$ cat src/rtl/sdram_arb_pkg.sv
// Shared constants for the two-port SDRAM arbiter: FSM encoding, op bit indices, default widths.
package sdram_arb_pkg;

    localparam logic [1:0] ST_IDLE = 2'd0;
    localparam logic [1:0] ST_CALL = 2'd1;
    localparam logic [1:0] ST_DONE = 2'd2;

    localparam int WR = 1;
    localparam int RD = 0;

    localparam int DEF_AW = 24;
    localparam int DEF_DW = 64;

    // A request with both bits set is treated as a Write; the Read half is dropped.
    function automatic logic [1:0] op_of(input logic [1:0] call);
        return call[WR] ? 2'b10 : 2'b01;
    endfunction

endpackage

$ cat src/rtl/sdram_arbmod_if.sv
// Bundle of both requester ports plus the SDRAM base-module call/done port.
interface sdram_arbmod_if
    import sdram_arb_pkg::*;
#(
    parameter int AW = DEF_AW,
    parameter int DW = DEF_DW
) ();

    logic [1:0]    iCallA;
    logic [1:0]    oDoneA;
    logic [AW-1:0] iAddrA;
    logic [DW-1:0] iDataA;
    logic [DW-1:0] oDataA;

    logic [1:0]    iCallB;
    logic [1:0]    oDoneB;
    logic [AW-1:0] iAddrB;
    logic [DW-1:0] iDataB;
    logic [DW-1:0] oDataB;

    logic [1:0]    oCall;
    logic [1:0]    iDone;
    logic [AW-1:0] oAddr;
    logic [DW-1:0] oData;
    logic [DW-1:0] iData;
    logic          oBusy;
    logic          oGrant;

    modport slave (
        input  iCallA, iAddrA, iDataA,
        output oDoneA, oDataA,
        input  iCallB, iAddrB, iDataB,
        output oDoneB, oDataB,
        output oCall, oAddr, oData, oBusy, oGrant,
        input  iDone, iData
    );

    modport master (
        output iCallA, iAddrA, iDataA,
        input  oDoneA, oDataA,
        output iCallB, iAddrB, iDataB,
        input  oDoneB, oDataB,
        input  oCall, oAddr, oData, oBusy, oGrant,
        output iDone, iData
    );

endinterface

$ cat src/rtl/sdram_rrpick.sv
// Combinational two-way picker: round-robin on the last winner, or fixed priority to A.
module sdram_rrpick #(
    parameter bit RR_EN = 1'b1
) (
    input  logic reqA,
    input  logic reqB,
    input  logic last,
    output logic gnt_valid,
    output logic gnt_sel
);

    // Contention goes to whichever port did not win last time (or always A in fixed mode).
    always_comb begin
        gnt_valid = reqA | reqB;
        gnt_sel   = 1'b0;
        if (reqA && reqB) begin
            gnt_sel = RR_EN ? ~last : 1'b0;
        end else if (reqB) begin
            gnt_sel = 1'b1;
        end
    end

endmodule

$ cat src/rtl/sdram_arbmod.sv
// Two-port arbiter/sequencer in front of the SDRAM base module call/done interface.
// One transaction at a time: grant in IDLE, hold the call in CALL, one quiet cycle in DONE.
module sdram_arbmod
    import sdram_arb_pkg::*;
#(
    parameter bit RR_EN = 1'b1,
    parameter int AW    = DEF_AW,
    parameter int DW    = DEF_DW
) (
    input  logic          CLOCK,
    input  logic          RESET,
    sdram_arbmod_if.slave bus
);

    logic [1:0]    state;
    logic          last;
    logic          gnt_valid;
    logic          gnt_sel;
    logic [1:0]    pick_call;
    logic [AW-1:0] pick_addr;
    logic [DW-1:0] pick_data;
    logic          op_done;

    sdram_rrpick #(.RR_EN(RR_EN)) u_pick (
        .reqA      (|bus.iCallA),
        .reqB      (|bus.iCallB),
        .last      (last),
        .gnt_valid (gnt_valid),
        .gnt_sel   (gnt_sel)
    );

    always_comb begin
        pick_call = bus.iCallA;
        pick_addr = bus.iAddrA;
        pick_data = bus.iDataA;
        if (gnt_sel) begin
            pick_call = bus.iCallB;
            pick_addr = bus.iAddrB;
            pick_data = bus.iDataB;
        end
    end

    // oCall carries the one-hot op while in CALL, so only the matching done bit completes it.
    assign op_done = |(bus.iDone & bus.oCall);

    // last starts at B so the first contended grant goes to A.
    always_ff @(posedge CLOCK or negedge RESET) begin
        if (!RESET) begin
            state      <= ST_IDLE;
            last       <= 1'b1;
            bus.oCall  <= 2'b00;
            bus.oAddr  <= '0;
            bus.oData  <= '0;
            bus.oBusy  <= 1'b0;
            bus.oGrant <= 1'b0;
            bus.oDoneA <= 2'b00;
            bus.oDoneB <= 2'b00;
            bus.oDataA <= '0;
            bus.oDataB <= '0;
        end else begin
            bus.oDoneA <= 2'b00;
            bus.oDoneB <= 2'b00;
            case (state)
                ST_IDLE: begin
                    if (gnt_valid) begin
                        bus.oCall  <= op_of(pick_call);
                        bus.oAddr  <= pick_addr;
                        bus.oData  <= pick_data;
                        bus.oGrant <= gnt_sel;
                        bus.oBusy  <= 1'b1;
                        state      <= ST_CALL;
                    end
                end
                ST_CALL: begin
                    if (op_done) begin
                        if (bus.oGrant) begin
                            bus.oDoneB <= bus.oCall;
                            if (bus.oCall[RD]) bus.oDataB <= bus.iData;
                        end else begin
                            bus.oDoneA <= bus.oCall;
                            if (bus.oCall[RD]) bus.oDataA <= bus.iData;
                        end
                        bus.oCall <= 2'b00;
                        bus.oBusy <= 1'b0;
                        last      <= bus.oGrant;
                        state     <= ST_DONE;
                    end
                end
                ST_DONE: state <= ST_IDLE;
                default: state <= ST_IDLE;
            endcase
        end
    end

endmodule

$ cat src/flat_wrapper.sv
// flat-port wrapper written by rule: the top's interface ports become plain ports
module sdram_arbmod_flat import sdram_arb_pkg::*;
#(
    parameter bit RR_EN = 1'b1,
    parameter int AW    = DEF_AW,
    parameter int DW    = DEF_DW
)
  (CLOCK, RESET, bus_iCallA, bus_iAddrA, bus_iDataA, bus_oDoneA, bus_oDataA, bus_iCallB, bus_iAddrB, bus_iDataB, bus_oDoneB, bus_oDataB, bus_oCall, bus_oAddr, bus_oData, bus_oBusy, bus_oGrant, bus_iDone, bus_iData);
  sdram_arbmod_if #(.AW(AW), .DW(DW)) bus_i ();
  input  logic CLOCK;
  input  logic RESET;
  input wire logic [$bits(bus_i.iCallA)-1:0] bus_iCallA;
  input wire logic [$bits(bus_i.iAddrA)-1:0] bus_iAddrA;
  input wire logic [$bits(bus_i.iDataA)-1:0] bus_iDataA;
  output wire logic [$bits(bus_i.oDoneA)-1:0] bus_oDoneA;
  output wire logic [$bits(bus_i.oDataA)-1:0] bus_oDataA;
  input wire logic [$bits(bus_i.iCallB)-1:0] bus_iCallB;
  input wire logic [$bits(bus_i.iAddrB)-1:0] bus_iAddrB;
  input wire logic [$bits(bus_i.iDataB)-1:0] bus_iDataB;
  output wire logic [$bits(bus_i.oDoneB)-1:0] bus_oDoneB;
  output wire logic [$bits(bus_i.oDataB)-1:0] bus_oDataB;
  output wire logic [$bits(bus_i.oCall)-1:0] bus_oCall;
  output wire logic [$bits(bus_i.oAddr)-1:0] bus_oAddr;
  output wire logic [$bits(bus_i.oData)-1:0] bus_oData;
  output wire logic [$bits(bus_i.oBusy)-1:0] bus_oBusy;
  output wire logic [$bits(bus_i.oGrant)-1:0] bus_oGrant;
  input wire logic [$bits(bus_i.iDone)-1:0] bus_iDone;
  input wire logic [$bits(bus_i.iData)-1:0] bus_iData;
  assign bus_i.iCallA = bus_iCallA;
  assign bus_i.iAddrA = bus_iAddrA;
  assign bus_i.iDataA = bus_iDataA;
  assign bus_oDoneA = bus_i.oDoneA;
  assign bus_oDataA = bus_i.oDataA;
  assign bus_i.iCallB = bus_iCallB;
  assign bus_i.iAddrB = bus_iAddrB;
  assign bus_i.iDataB = bus_iDataB;
  assign bus_oDoneB = bus_i.oDoneB;
  assign bus_oDataB = bus_i.oDataB;
  assign bus_oCall = bus_i.oCall;
  assign bus_oAddr = bus_i.oAddr;
  assign bus_oData = bus_i.oData;
  assign bus_oBusy = bus_i.oBusy;
  assign bus_oGrant = bus_i.oGrant;
  assign bus_i.iDone = bus_iDone;
  assign bus_i.iData = bus_iData;
  sdram_arbmod #(.RR_EN(RR_EN), .AW(AW), .DW(DW)) u_core (.CLOCK(CLOCK), .RESET(RESET), .bus(bus_i));
endmodule
$ cat config.mk
export PLATFORM = sky130hd
export DESIGN_NAME = sdram_arbmod_flat
export DESIGN_NICKNAME = d
export VERILOG_FILES = /design/src/rtl/sdram_arb_pkg.sv /design/src/rtl/sdram_arbmod_if.sv /design/src/rtl/sdram_rrpick.sv /design/src/rtl/sdram_arbmod.sv /design/src/flat_wrapper.sv
export SDC_FILE = /design/constraint.sdc
export NUM_CORES = 1
export LEC_CHECK = 0
export CORE_AREA = 8 8 177 179
export CTS_CLUSTER_DIAMETER = 150
export DETAILED_ROUTE_END_ITERATION = 10
export DIE_AREA = 0 0 185 187
export PLACE_DENSITY = 0.68
export SLEW_MARGIN = 20
export SYNTH_ARGS = -nofsm -noshare
export SYNTH_HDL_FRONTEND = slang
export SYNTH_SLANG_ARGS = --single-unit
export TNS_END_PERCENT = 100
$ cat constraint.sdc
create_clock -name CLOCK -period 1.8 [get_ports CLOCK]
set_input_delay 0.36 -clock CLOCK [delete_from_list [all_inputs] [get_ports CLOCK]]
set_output_delay 0.36 -clock CLOCK [all_outputs]
set_load 0.05 [all_outputs]
=== Word-level counts from Yosys, hierarchy flattened ===
Cells that the tools add are included.
Widths: inputs -> output; s select.

* Equality and inequality tests: 3
* Muxes and demuxes: 21
* Bitwise gates (word level): 4
* Reduce and logical (&&, ||, !) cells: 12

{| class="wikitable"
|+ Operators with widths
! cell !! count
|-
| $mux 64 || 1
|-
| $mux 2 || 12
|-
| $mux 24 || 1
|-
| $pmux 2 s2 || 2
|-
| $reduce_and 4->1 || 2
|-
| $reduce_and 2->1 || 3
|-
| $reduce_or 2->1 || 3
|-
| $mux 1 || 4
|-
| $ne 2x1->1 const B || 2
|-
| $reduce_and 3->1 || 1
|-
| $and 2x2->2 || 1
|-
| $eq 2x1->1 const B || 1
|-
| $logic_not 2->1 || 1
|-
| $not 1->1 || 2
|-
| $pmux 1 s2 || 1
|-
| $reduce_bool 2->1 || 1
|-
| $logic_and 1x1->1 || 1
|-
| $or 1x1->1 || 1
|}

* Register bits: 227
* Input port bits: 248
* Output and inout bits: 224
* Logic and storage cells: 51

=== Longest topological paths before layout ===
* Depth in word-level cells: 7
* Mapped depth: 7
* Mapped depth without buffers: 4

=== By module ===
From an unflattened synthesis, not the netlist that was laid out.

* Cells, all modules: 692
* Area, all modules: 9449.1 µm²

{| class="wikitable"
|+ Modules (own cells, without submodules)
! module !! instances !! cells each !! area each (µm²) !! seq. area each (µm²)
|-
| sdram_arbmod || 1 || 690 || 9435.3 || 5681.7
|-
| sdram_rrpick || 1 || 2 || 13.8 || 0.0
|}

=== Worst setup path before layout ===
OpenSTA, ideal clock, no wires.

* Path kind: register to register
* Start: register u_core.bus.oCall[1]
* End: register u_core.bus.oDataA[14]
* Library setup time: 125 ps
* Arrival time: 1783 ps
* Data required time: 1675 ps
* Path slack: -108 ps
* Cell stages (with the launch flop): 7
* Path buffers: 2
* Clock period less this slack: 1908 ps
* Path through: dfrtp_1 > a21oi_1 > nor3b_2 > and2b_1 > buf_6 > buf_8 > mux2_2

* Cells in the longest elaborated chain, start to end: 3

{| class="wikitable"
|+ RTL lines
! item !! RTL line !! RTL
|-
| start: declaration || sdram_arbmod_if.sv:34 || <nowiki>output oCall, oAddr, oData, oBusy, oGrant,</nowiki>
|-
| start signal: assignment || sdram_arbmod.sv:66 || <nowiki>bus.oCall <= op_of(pick_call);</nowiki>
|-
| $and 2x2->2 || sdram_arbmod.sv:44 || <nowiki>assign op_done = |(bus.iDone & bus.oCall);</nowiki>
|-
| $reduce_or 2->1 || sdram_arbmod.sv:44 ||
|-
| $reduce_and 4->1 (no line) || n/a ||
|-
| end signal: assignment || sdram_arbmod.sv:81 || <nowiki>if (bus.oCall[RD]) bus.oDataA <= bus.iData;</nowiki>
|-
| end: declaration || sdram_arbmod_if.sv:31 || <nowiki>output oDoneA, oDataA,</nowiki>
|}

No other way between the ends.
A chain may end at the register's enable or synchronous reset.

=== Worst setup path after layout ===
* Start: register u_core.state[1]
* End: register u_core.bus.oDataA[31]

* Cells in the longest elaborated chain, start to end: 2

{| class="wikitable"
|+ RTL lines
! item !! RTL line !! RTL
|-
| start: declaration || sdram_arbmod.sv:15 || <nowiki>logic [1:0] state;</nowiki>
|-
| start signal: assignment || sdram_arbmod.sv:49 || <nowiki>state <= ST_IDLE;</nowiki>
|-
| start signal: assignment || sdram_arbmod.sv:71 || <nowiki>state <= ST_CALL;</nowiki>
|-
| start signal: assignment || sdram_arbmod.sv:86 || <nowiki>state <= ST_DONE;</nowiki>
|-
| $eq 2x1->1 || sdram_arbmod.sv:63 || <nowiki>case (state)</nowiki>
|-
| $reduce_and 4->1 (no line) || n/a ||
|}

No other way between the ends.

==> results by stage <==
Run status:
- The run finished with clean final reports.

STA:
- The final worst setup slack is 67.8 ps.
- The transition time at the pin with the least slew margin is 401 ps.
- The headroom to the max-slew limit is 0.733.
- The max-slew violation count is 0.
- For this run, the top clock speed supported by timing is 577 MHz.
- The post-layout minimum cycle time is 1730 ps.
- For the final database, setup skew stands at 10.6 ps.
- The number of endpoints with negative hold slack in the final report is 0.
- Setup repair after global routing could not meet its margin everywhere.
- Setup violations remaining at the end of the flow were counted as 0.
- Of the available clock period, the critical path in the final layout requires 0.962.

Critical path:
- The largest stage delay on the critical path is 380 ps.
- The nature of the critical path endpoint is a flip-flop.
- For the worst setup path, the data arrival time is 2140 ps.
- The cell at the slowest stage of the critical path is dfrtp_1.
- The start of the worst register-to-register path is u_core.state[1]$_DFFE_PN0P_.
- The endpoint required time on the critical path is 2200 ps.
- STA classifies the critical path startpoint as a flip-flop.
- The setup path with the least slack is of type flip-flop to flip-flop.
- Along the worst path, the maximum fanout reaches 9.
- The critical path goes through nand2b_4 > nor3b_4 > and2b_4 > buf_12 > clkbuf_16 > mux2_2.
- The startpoint of the worst setup timing path is u_core.state[1]$_DFFE_PN0P_.

GRT:
- The number of global-route vias before repair is 8535.
- Entering global routing, the biggest net connects 45 pins.
- The global routing usage on met1 is 0.217.
- In the global route stage, overall resource usage came out at 0.193.
- The number of antenna violations at the first check in global routing is 1.
- After global routing, the most crowded layer is met2.
- The total overflow left after global routing is 0.
- The first global-routing pass estimated 52300 um of wire.
- For this run, global-route usage on met2 was measured as 0.328.
- For met3 alone, demand over resource in global routing was 0.0715.

Min path:
- The tightest min-delay check is of the input pin to asynchronous set/reset pin type.

Run:
- The max-cap check violation count is 0.

CTS:
- The clock latency on the worst-skew pair is 530 ps.
- CTS built an H-tree with a depth of 1.
- The clock tree from TritonCTS is done.
- Buffers inserted during clock tree synthesis total 26.
- The clock net in this run drives a total of 227 sinks.
- The maximum root-to-sink buffer count is 3.
- The clock tree root driver cell is clkbuf_16.
- Clock-pin slew was measured on the worst setup and hold paths at 60 ps.

Place:
- The placer's final routability congestion estimate is 0.881.
- The number of input and output port buffers inserted is 471.
- The HPWL after detailed placement is 27200 um.
- After detailed placement, the total cell area comes to 14400 um2.
- The worst slack at placement is -454 ps.

Yosys:
- Counting flops and latches in the post-synthesis netlist gives 227.
- The post-synthesis net count is 1040.
- For this run, the register share of the synthesized area comes to 0.605.
- The fraction of the mapped netlist area in compound gates is 0.103.
- Of the total synthesized cell area, the portion taken by AND, OR, NAND and NOR gates is 0.0787.
- The mean cell area of the mapped netlist is 11.9 um2.
- The main combinational cell family by area after synthesis is multiplexers.
- The post-synth design cell area is 9390 um2.
- The cell count after synthesis came out at 792.
- The post-synthesis adder-cell area fraction is 0.
- The multiplexer area fraction after synthesis is 0.174.
- The Yosys step of the flow raised 0 warnings.
- Of the total synthesized cell area, the portion taken by XOR and XNOR cells is 0.
- The count of unique library cells instantiated by Yosys is 29.

Floorplan:
- The die height is 187 um.
- The number of top-level pins is 472.
- The row count is 62.
- Measured along the x axis, the die boundary spans 185 um.
- For this configuration, the core starts out at a cell density of 0.331.
- The full die area is 34600 um2.
- The core area is 28400 um2.

Finish:
- The post-layout utilization of the core is 0.548.
- The diode insertion count for antenna repair is 0.
- The area of all placed cells without fillers is 15600 um2.
- The layout overhead on the synthesized area is 65.8%.
- Leaving out fill and tap cells, the most frequent cell in the layout is buf_4.
- At the end of the flow, the number of nets in the layout was 1554.
- In the final layout, the share of cells above drive strength 1 is 0.355.
- The count of filler cells inserted in the layout is 2425.
- The library cells used most frequently in the layout, excluding fill and tap cells, are buf_4 (259), clkdlybuf4s50_1 (246), dfrtp_1 (225), a21oi_1 (178), nor2_1 (93).

Power:
- The maximum VDD drop is 1.25 mV.
- The leakage dissipation is 7.17 nW.
- For this design the ratio of total power to cell area is 2310 nW/um2.

Detailed routing:
- The detailed router finished its first iteration with 295 violations.
- The remaining design rule violation count is 0.
- The detailed router placed 8067 vias in this run.
- The number of iterations in the first detailed-routing pass is 6.
- The detail route stage leaves a number of antenna-violating nets equal to 0.
- The average wire per standard cell is 20.7 um.
- Using the TritonRoute via totals, the vias-per-cell ratio works out to 4.72.
- Summed over all layers, the routed wires come to 35400 um.
==> where the power goes <==
| group | total, mW | switching (mW) | internal [mW] |
|---|---|---|---|
| clock | 5.58 | 2.08 | 3.50 |
| combinational | 21.1 | 13.8 | 7.32 |
| sequential | 9.21 | 1.53 | 7.68 |
| total | 35.9 | 17.4 | 18.5 |
==> worst paths after layout <==
check	slack, ps	cells after the start	endpoint
max in group asynchronous	820	3	u_core.bus.oAddr[1]$_DFFE_PN0P_
worst max register to register	70	6	u_core.bus.oDataA[31]$_DFFE_PN0P_
min in group CLOCK	370	3	u_core.bus.oAddr[16]$_DFFE_PN0P_
worst min-delay path	340	2	u_core.bus.oDataB[56]$_DFFE_PN0P_
worst min register to register	490	1	u_core.bus.oDataA[56]$_DFFE_PN0P_
worst max-delay path	70	6	u_core.bus.oDataA[31]$_DFFE_PN0P_
==> layer usage <==
layer | wire length, um | up-vias
met1 | 13100 | 3921
met3 | 3710 | 58
met5 | 0 | -
met2 | 17200 | 357
met4 | 1390 | 0
li1 | - | 3731
==> stage by stage <==
stage          instances  total power, mW  setup TNS [ps]  hold slack [ps]
2_1_floorplan        792             22.6               0             64.4
3_3_place_gp        1651             30.0          -70450              299
3_5_place_dp        1651             30.3          -68740              300
4_1_cts             1699             36.0           -2.09              344
5_1_grt             1709             37.6               0              343
6_report            1709             35.9               0              340
==> repair_timing <==
item | in CTS | in global routing
buffers inserted | 0 | 3
hold buffers | 1 | 0
pin swaps | 0 | 1
endpoints found under the setup margin | 1 | 91
hold endpoints to repair | 34 | 0
resized for setup | 0 | 5
cloned | 0 | 7
==> area by class of cell <==
cell class                      count  area [um2]  area share
Clock buffer                       43         815      0.0523
Clock inverter                      4         106     0.00683
Inverter                            3        11.3    0.000723
Multi-Input combinational cell    509        3400       0.219
Sequential cell                   227        5680       0.365
Tap cell                          384         480      0.0309
Timing Repair Buffer              539        5070       0.326
==> critical path, delay by kind of cell, from the launching register on <==
kind          cells  cell delay [ps]
mux               1              330
simple gates      3              610
buf+inv           2              280
flops             1              380
==> logic make-up after synthesis <==
group,count (synthesis)
DFF,227
and+or+nand+nor,191
muxes,129
buffers and inverters,56
AOI/OAI and AO/OA,189
==> state kept, by name, summed over array words and instances, names as in the netlist <==
name,count
u_core.last,1
u_core.bus.oCall,2
u_core.bus.oBusy,1
u_core.bus.oGrant,1
u_core.bus.oData,64
u_core.bus.oAddr,24
u_core.bus.oDoneA,2
u_core.bus.oDoneB,2
u_core.state,2
u_core.bus.oDataB,64
u_core.bus.oDataA,64
==> synthesized netlist by cell type <==
| cell | n | share of area |
|---|---|---|
| a211o_1 | 1 | 0.00093 |
| a211oi_1 | 1 | 0.00080 |
| a21oi_1 | 178 | 0.095 |
| a22o_1 | 1 | 0.00093 |
| a22oi_1 | 1 | 0.00080 |
| a31o_2 | 1 | 0.00093 |
| a31oi_1 | 1 | 0.00067 |
| and2b_1 | 1 | 0.00080 |
| and3_1 | 1 | 0.00067 |
| buf_2 | 25 | 0.013 |
| buf_4 | 3 | 0.0024 |
| buf_6 | 7 | 0.0084 |
| buf_8 | 5 | 0.0080 |
| clkbuf_1 | 13 | 0.0052 |
| dfrtp_1 | 226 | 0.60 |
| dfstp_2 | 1 | 0.0028 |
| inv_1 | 3 | 0.0012 |
| mux2_1 | 2 | 0.0024 |
| mux2_2 | 78 | 0.094 |
| mux2_4 | 49 | 0.078 |
| nand2_1 | 92 | 0.037 |
| nand2b_1 | 2 | 0.0013 |
| nor2_1 | 93 | 0.037 |
| nor2b_1 | 1 | 0.00067 |
| nor3b_2 | 1 | 0.0013 |
| o21ai_0 | 2 | 0.0011 |
| o21ai_1 | 1 | 0.00053 |
| o21ai_2 | 1 | 0.00093 |
| o2bb2ai_1 | 1 | 0.00093 |
No activity file was read; power rests on OpenSTA's default activity.
==> RTL change 1, RTL diff (same settings) <==
`RR_EN` is set to 1'b1 in 3 places; all go to 1'b0.
--- a/src/rtl/sdram_rrpick.sv
+++ b/src/rtl/sdram_rrpick.sv
@@ -1,6 +1,6 @@
 // Combinational two-way picker: round-robin on the last winner, or fixed priority to A.
 module sdram_rrpick #(
-    parameter bit RR_EN = 1'b1
+    parameter bit RR_EN = 1'b0
 ) (
     input  logic reqA,
     input  logic reqB,
--- a/src/rtl/sdram_arbmod.sv
+++ b/src/rtl/sdram_arbmod.sv
@@ -3,7 +3,7 @@
 module sdram_arbmod
     import sdram_arb_pkg::*;
 #(
-    parameter bit RR_EN = 1'b1,
+    parameter bit RR_EN = 1'b0,
     parameter int AW    = DEF_AW,
     parameter int DW    = DEF_DW
 ) (
--- a/src/flat_wrapper.sv
+++ b/src/flat_wrapper.sv
@@ -1,7 +1,7 @@
 // flat-port wrapper written by rule: the top's interface ports become plain ports
 module sdram_arbmod_flat import sdram_arb_pkg::*;
 #(
-    parameter bit RR_EN = 1'b1,
+    parameter bit RR_EN = 1'b0,
     parameter int AW    = DEF_AW,
     parameter int DW    = DEF_DW
 )
Formal check against the unedited RTL: not equivalent (a bounded check fails within 10 cycles, from zero or initial values and one cycle with RESET low).
==> RTL change 1 against the original RTL <==
The flow now finishes with violations (negative setup slack); setup slack got worse by 82 ps; wire length is 6.5% lower; count of clock-buffer cells in the layout decreased by 13; sequential cell count decreased by 1; final area fell by 1.8%; synthesized area shrank 0.15%; first-iteration DRC count increased by 28%; critical path type unchanged.
Power is left out: it rests on default switching activity, and per cell area and clock period it moved more than threefold.
==> RTL change 1: results (changes against the original RTL) <==
| Metric | Value |
|---|---|
| # port buffers | 471 (unchanged) |
| Vias in the first global route | 8,017 (-6.1%) |
| Post-synthesis net count | 859 (-17%) |
| Number of non-filler instances in the completed layout | 1,511 (-12%) |
| Largest registers | u_core.bus.oDataA x64, u_core.bus.oDataB x64, u_core.bus.oData x64 |
| Fin Hold WS | 390 ps (+50.0 ps) |
| Yosys Warn Count | 0 (unchanged) |
| Count of filler cells inserted in the layout | 2,422 (-0.12%) |
| Wire length of the first global-routing pass | 50,000 um (-4.3%) |
| DR iter-0 viols | 378 (+28%) |
| Status | finished, violations left |
| Depth of the worst register-to-register path | 4 (-2) |
| Worst reg2reg path startpoint | u_core.state[1]$_DFFE_PN0P_ |
| Final WS setup | -14.6 ps (-82.4 ps) |
| Pin count of the biggest net entering global routing | 70 (+56%) |
| Vias post-DR | 7,329 (-9.1%) |
| Top area cells in the synthesized netlist | sky130_fd_sc_hd__dfrtp_1 60%, sky130_fd_sc_hd__o221a_2 11%, sky130_fd_sc_hd__mux2_2 9.6% |
| Routability-driven placement congestion ratio | 0.790 (-10%) |
| WP data arrival | 2200 ps (+60 ps) |
| Critical register-to-register path endpoint | u_core.bus.oDataA[59]$_DFFE_PN0P_ |
| Antenna violations before repair | 2 (+1) |
| Hold/Removal Path Class | in -> async |
| Total Neg Setup Slack | -31.7 ps (-31.7 ps) |
| Maximum number of buffers from clock root to sink | 3 (unchanged) |
| Post-Place Cells | 1,469 (-11%) |
| Htree depth | 1 (unchanged) |
| DRT Pass-1 Iters | 4 (-2) |
| Avg Cell Area, Syn | 15.3 um^2 (+29%) |
| Detail Placement HPWL | 26,300 um (-3.6%) |
| Wirelength per Cell | 21.9 um (+5.8%) |
| Unique cell type count in the Yosys netlist | 28 (-3.4%) |
| Final-stage net count | 1,360 (-12%) |
| Final setup violation count | 8 (+8) |
| Overall fraction of global-route tracks in use | 18.5% (-0.80 points) |
| Worst slew pin tran | 416 ps (+15.3 ps) |
| Source-to-sink clock delay at the later pin of the worst-skew pair | 510 ps (-20 ps) |
| Violated checks | negative setup slack |
| Clock-pin slew on the worst setup and hold paths | 60 ps (about the same) |
| Number of buffers added by the clock tree synthesis step | 24 (-7.7%) |
| Max Fanout on Critical Path | 27 (+18) |
| Final clock skew | 5.48 ps (-5.17 ps) |
| Async set-reset flop share out of synthesis | 100% (unchanged) |
| Clock tree root driver cell | sky130_fd_sc_hd__clkbuf_16 |
| Top post-synthesis cells by count | 226 x sky130_fd_sc_hd__dfrtp_1, 88 x sky130_fd_sc_hd__nand3b_1, 88 x sky130_fd_sc_hd__o221a_2, 80 x sky130_fd_sc_hd__mux2_2, 49 x sky130_fd_sc_hd__mux2_4 |
| Fraction of final layout cells with drive strength greater than 1 | 48.8% (+13 points) |
| Setup WS pre-CTS | -411 ps (+42.2 ps) |
| Share of synthesized area occupied by flip-flops and latches | 60.3% (-0.19 points) |
==> RTL change 1: cell types whose count changed after synthesis, sizes merged, moves of 2 or more <==
cell / delta
a21oi: -176
nand3b: +88
nand2: -91
nor2: -91
o21a: +2
clkbuf: +20
buf: -21
or2: +2
o221a: +88
==> RTL change 1: metrics by stage <==
stage          area (um^2)  util, %
3_3_place_gp         14400     50.8
2_1_floorplan         9400        -
6_report             15300     53.8
4_1_cts              15300     53.8
3_5_place_dp         14400     50.8
5_1_grt              15300     53.8
==> RTL change 1: area by class of cell <==
class	count	area [um^2]	share of cell area, %
timing repair buffer	527	4790	31.4
clock buffer	30	694	4.54
tap	384	480	3.14
inverter	4	15.0	0.0982
clock inverter	10	155	1.02
sequential	226	5660	37.0
multi-input combinational	329	3480	22.8
antenna	1	2.50	0.0164
==> RTL change 1: cells by family after synthesis <==
kind of cell | count (synthesis) | share of synthesized area, %
simple gates | 100 | 7.93
flops | 226 | 60.3
compound gates | 99 | 11.3
buf+inv | 56 | 2.88
mux | 130 | 17.6
==> RTL change 1: layer usage <==
metal,GRT usage [%],share of wire [%]
met3,6.86,10
met2,31.4,49
met5,0,0.039
met1,21.8,39
met4,4.56,2.1
==> RTL change 1: how the worst max path moves through the flow <==
stage / startpoint / slack (ps) / to
5_1_grt: u_core.state[1]$_DFFE_PN0P_ / -50 / u_core.bus.oDataA[59]$_DFFE_PN0P_
6_report: u_core.state[1]$_DFFE_PN0P_ / -10 / u_core.bus.oDataA[59]$_DFFE_PN0P_
2_1_floorplan: u_core.bus.oCall[1]$_DFFE_PN0P_ / -60 / u_core.bus.oDataA[14]$_DFFE_PN0P_
4_1_cts: u_core.state[1]$_DFFE_PN0P_ / -30 / u_core.bus.oDataA[59]$_DFFE_PN0P_
3_3_place_gp: bus_iDone[1] / -390 / u_core.bus.oDataA[42]$_DFFE_PN0P_
3_5_place_dp: bus_iDone[1] / -410 / u_core.bus.oDataA[18]$_DFFE_PN0P_
==> RTL change 1: worst max-delay path: stages, from the launching register on <==
cell and delay, ps:
sky130_fd_sc_hd__dfrtp_1 370, sky130_fd_sc_hd__nand2b_4 140, sky130_fd_sc_hd__or4b_4 610, sky130_fd_sc_hd__buf_12 220, sky130_fd_sc_hd__mux2_4 320
==> RTL change 1: timing repair <==
item                       in CTS  in global routing
pin swaps                       0                  0
hold buffers                    1                  0
setup endpoints to repair      25                 44
hold endpoints to repair       38                  0
==> RTL change 2, RTL diff (same settings) <==
Made on the original files. Reset style: synchronous (`RESET`), changed in one clocked block.
--- a/src/rtl/sdram_arbmod.sv
+++ b/src/rtl/sdram_arbmod.sv
@@ -44,7 +44,7 @@
     assign op_done = |(bus.iDone & bus.oCall);
 
     // last starts at B so the first contended grant goes to A.
-    always_ff @(posedge CLOCK or negedge RESET) begin
+    always_ff @(posedge CLOCK) begin
         if (!RESET) begin
             state      <= ST_IDLE;
             last       <= 1'b1;
Function: differs if RESET is asserted again (counterexample within 4 cycles, from zero or initial values and one cycle with RESET low); with RESET held inactive, the same outputs for 4 cycles.
==> RTL change 2 against the original RTL <==
Critical path depth is 5 lower; sequential share of layout area down 4.4 points; wire length decreased by 5.9%; maximum frequency is 13% higher; final area down 9.0%; setup slack gained 200 ps; die area is the same; via count increased by 11%; synthesized area decreased by 9.5%; sequential cell count stayed put; final cell count rose by 10%; highest routed layer unchanged.
Power is not compared: it rests on default switching activity, and its combinational part moved more than twofold at a synthesized area within 25%.
==> RTL change 2: results (changes against the original RTL) <==
| Metric | Value |
|---|---|
| DR iter-0 viols | 394 (+34%) |
| Clock tree root driver cell | sky130_fd_sc_hd__clkbuf_16 |
| Most frequently used flop master after synthesis | sky130_fd_sc_hd__dfxtp_1 |
| Antenna violations before repair | 0 (-1) |
| Hold/Removal Path Class | in -> reg |
| Critical register-to-register path endpoint | u_core.bus.oDataB[27]$_SDFFE_PN0P_ |
| Top post-synthesis cells by count | 242 x sky130_fd_sc_hd__nand2_1, 227 x sky130_fd_sc_hd__dfxtp_1, 191 x sky130_fd_sc_hd__o21ai_0, 129 x sky130_fd_sc_hd__nand3_1, 88 x sky130_fd_sc_hd__a31oi_1 |
| DRT Pass-1 Iters | 5 (-1) |
| Number of standard cells after synthesis | 1,033 (+30%) |
| Detail Placement HPWL | 25,600 um (-6.0%) |
| Pin count of the biggest net entering global routing | 84 (+87%) |
| Count of filler cells inserted in the layout | 2,696 (+11%) |
| WP data arrival | 1180 ps (-960 ps) |
| GR Layer Usage met2 | 30.3% (-2.5 points) |
| Met3 usage in global routing | 7.48% (+0.33 points) |
| Final-stage net count | 1,729 (+11%) |
| Overall fraction of global-route tracks in use | 18.2% (-1.1 points) |
| Number of setup buffers added after CTS | 0 (unchanged) |
| Number of buffers added by the clock tree synthesis step | 26 (unchanged) |
| Worst slew pin tran | 338 ps (-62.8 ps) |
| Dominant delay contributor by cell family on the critical path | flip-flops |
| Vias post-DR | 8,991 (+11%) |
| WS Path Type | reg -> out |
| Critical Path Start | u_core.bus.oCall[1]$_SDFFE_PN0P_ |
| Capture point of the critical path | bus_oCall[1] |
| Post-synthesis net count | 1,281 (+23%) |
| Worst reg2reg path startpoint | u_core.state[0]$_SDFFE_PN0P_ |
| Share of synthesized area occupied by flip-flops and latches | 53.5% (-7.0 points) |
| Post-Place Cells | 1,837 (+11%) |
| Vias in the first global route | 8,911 (+4.4%) |
| Worst-case register-to-register setup slack | 270 ps (+200 ps) |
| Depth of the worst register-to-register path | 5 (-1) |
| Wire length of the first global-routing pass | 51,100 um (-2.4%) |
| Placed Area | 0.0133 mm^2 (-8.1%) |
| Final clock skew | 11.2 ps (+0.598 ps) |
| Unique cell type count in the Yosys netlist | 32 (+10%) |
| Routability-driven placement congestion ratio | 0.828 (-6.0%) |
| Total wire length | 33,300 um (-5.9%) |
| Fraction of final layout cells with drive strength greater than 1 | 21.7% (-14 points) |
| Status | finished, final reports clean |
| Critical path's largest stage delay | 410 ps (+30 ps) |
| Met1 track utilization from global routing | 20.4% (-1.3 points) |
| Fin Hold WS | 243 ps (-96.9 ps) |
| Async set-reset flop share out of synthesis | 0% (-100 points) |
| Cell type of the slowest stage on the worst timing path | sky130_fd_sc_hd__dfxtp_1 |
| Top area cells in the synthesized netlist | sky130_fd_sc_hd__dfxtp_1 53%, sky130_fd_sc_hd__o21ai_0 11%, sky130_fd_sc_hd__nand2_1 11% |
| Number of non-filler instances in the completed layout | 1,884 (+10%) |
| Max Fanout on Critical Path | 5 (-4) |
## RTL change 2: changes by cell type after synthesis, sizes merged, moves of 6 or more
cell / before / now
clkbuf: 13 / 52
a21oi: 178 / 4
dfrtp: 226 / 0
nand3: 0 / 129
o21ai: 4 / 219
nor2: 93 / 2
nand2: 92 / 242
dfxtp: 0 / 227
mux2: 129 / 0
buf: 40 / 46
a31oi: 1 / 88
## RTL change 2: kinds of logic after synthesis
| group | share of synthesized area [%] |
|---|---|
| muxes | 0.236 |
| and+or+nand+nor | 20.1 |
| AOI/OAI and AO/OA | 20.3 |
| DFF | 53.5 |
| buffers and inverters | 5.88 |
## RTL change 2: layer usage
layer / vias up / part of all wire [%]
li1: 4505 / -
met1: 4039 / 38
met2: 375 / 46
met3: 72 / 11
met4: 0 / 3.9
met5: - / 0
## RTL change 2: metrics by stage
stage               power, mW  setup slack, ps  util (%)
floorplan                7.35             80.7         -
global placement         8.74             -165      46.7
detailed placement       8.77             -196      46.7
CTS                      14.4              230      49.9
global route             14.9              143      49.9
finish                   14.3              263      49.9
## RTL change 2: report_power, final
part | switching (mW) | internal, mW | total (mW)
sequential | 0.170 | 5.32 | 5.49
combinational | 1.93 | 1.23 | 3.16
clock | 2.10 | 3.51 | 5.61
total | 4.20 | 10.1 | 14.3
## RTL change 2: layout make-up
class	instances	share of cell area [%]
Timing Repair Buffer	518	33.6
Sequential cell	227	32.1
Multi-Input combinational cell	707	24.5
Clock buffer	38	5.41
Tap cell	384	3.39
Clock inverter	9	1.04
Inverter	1	0.0265
## RTL change 2: worst min-delay path: cells and delay by family
kind / cells / cell delay (ps)
AOI/OAI and AO/OA: 1 / 60
and+or+nand+nor: 1 / 90
buffers and inverters: 1 / 210
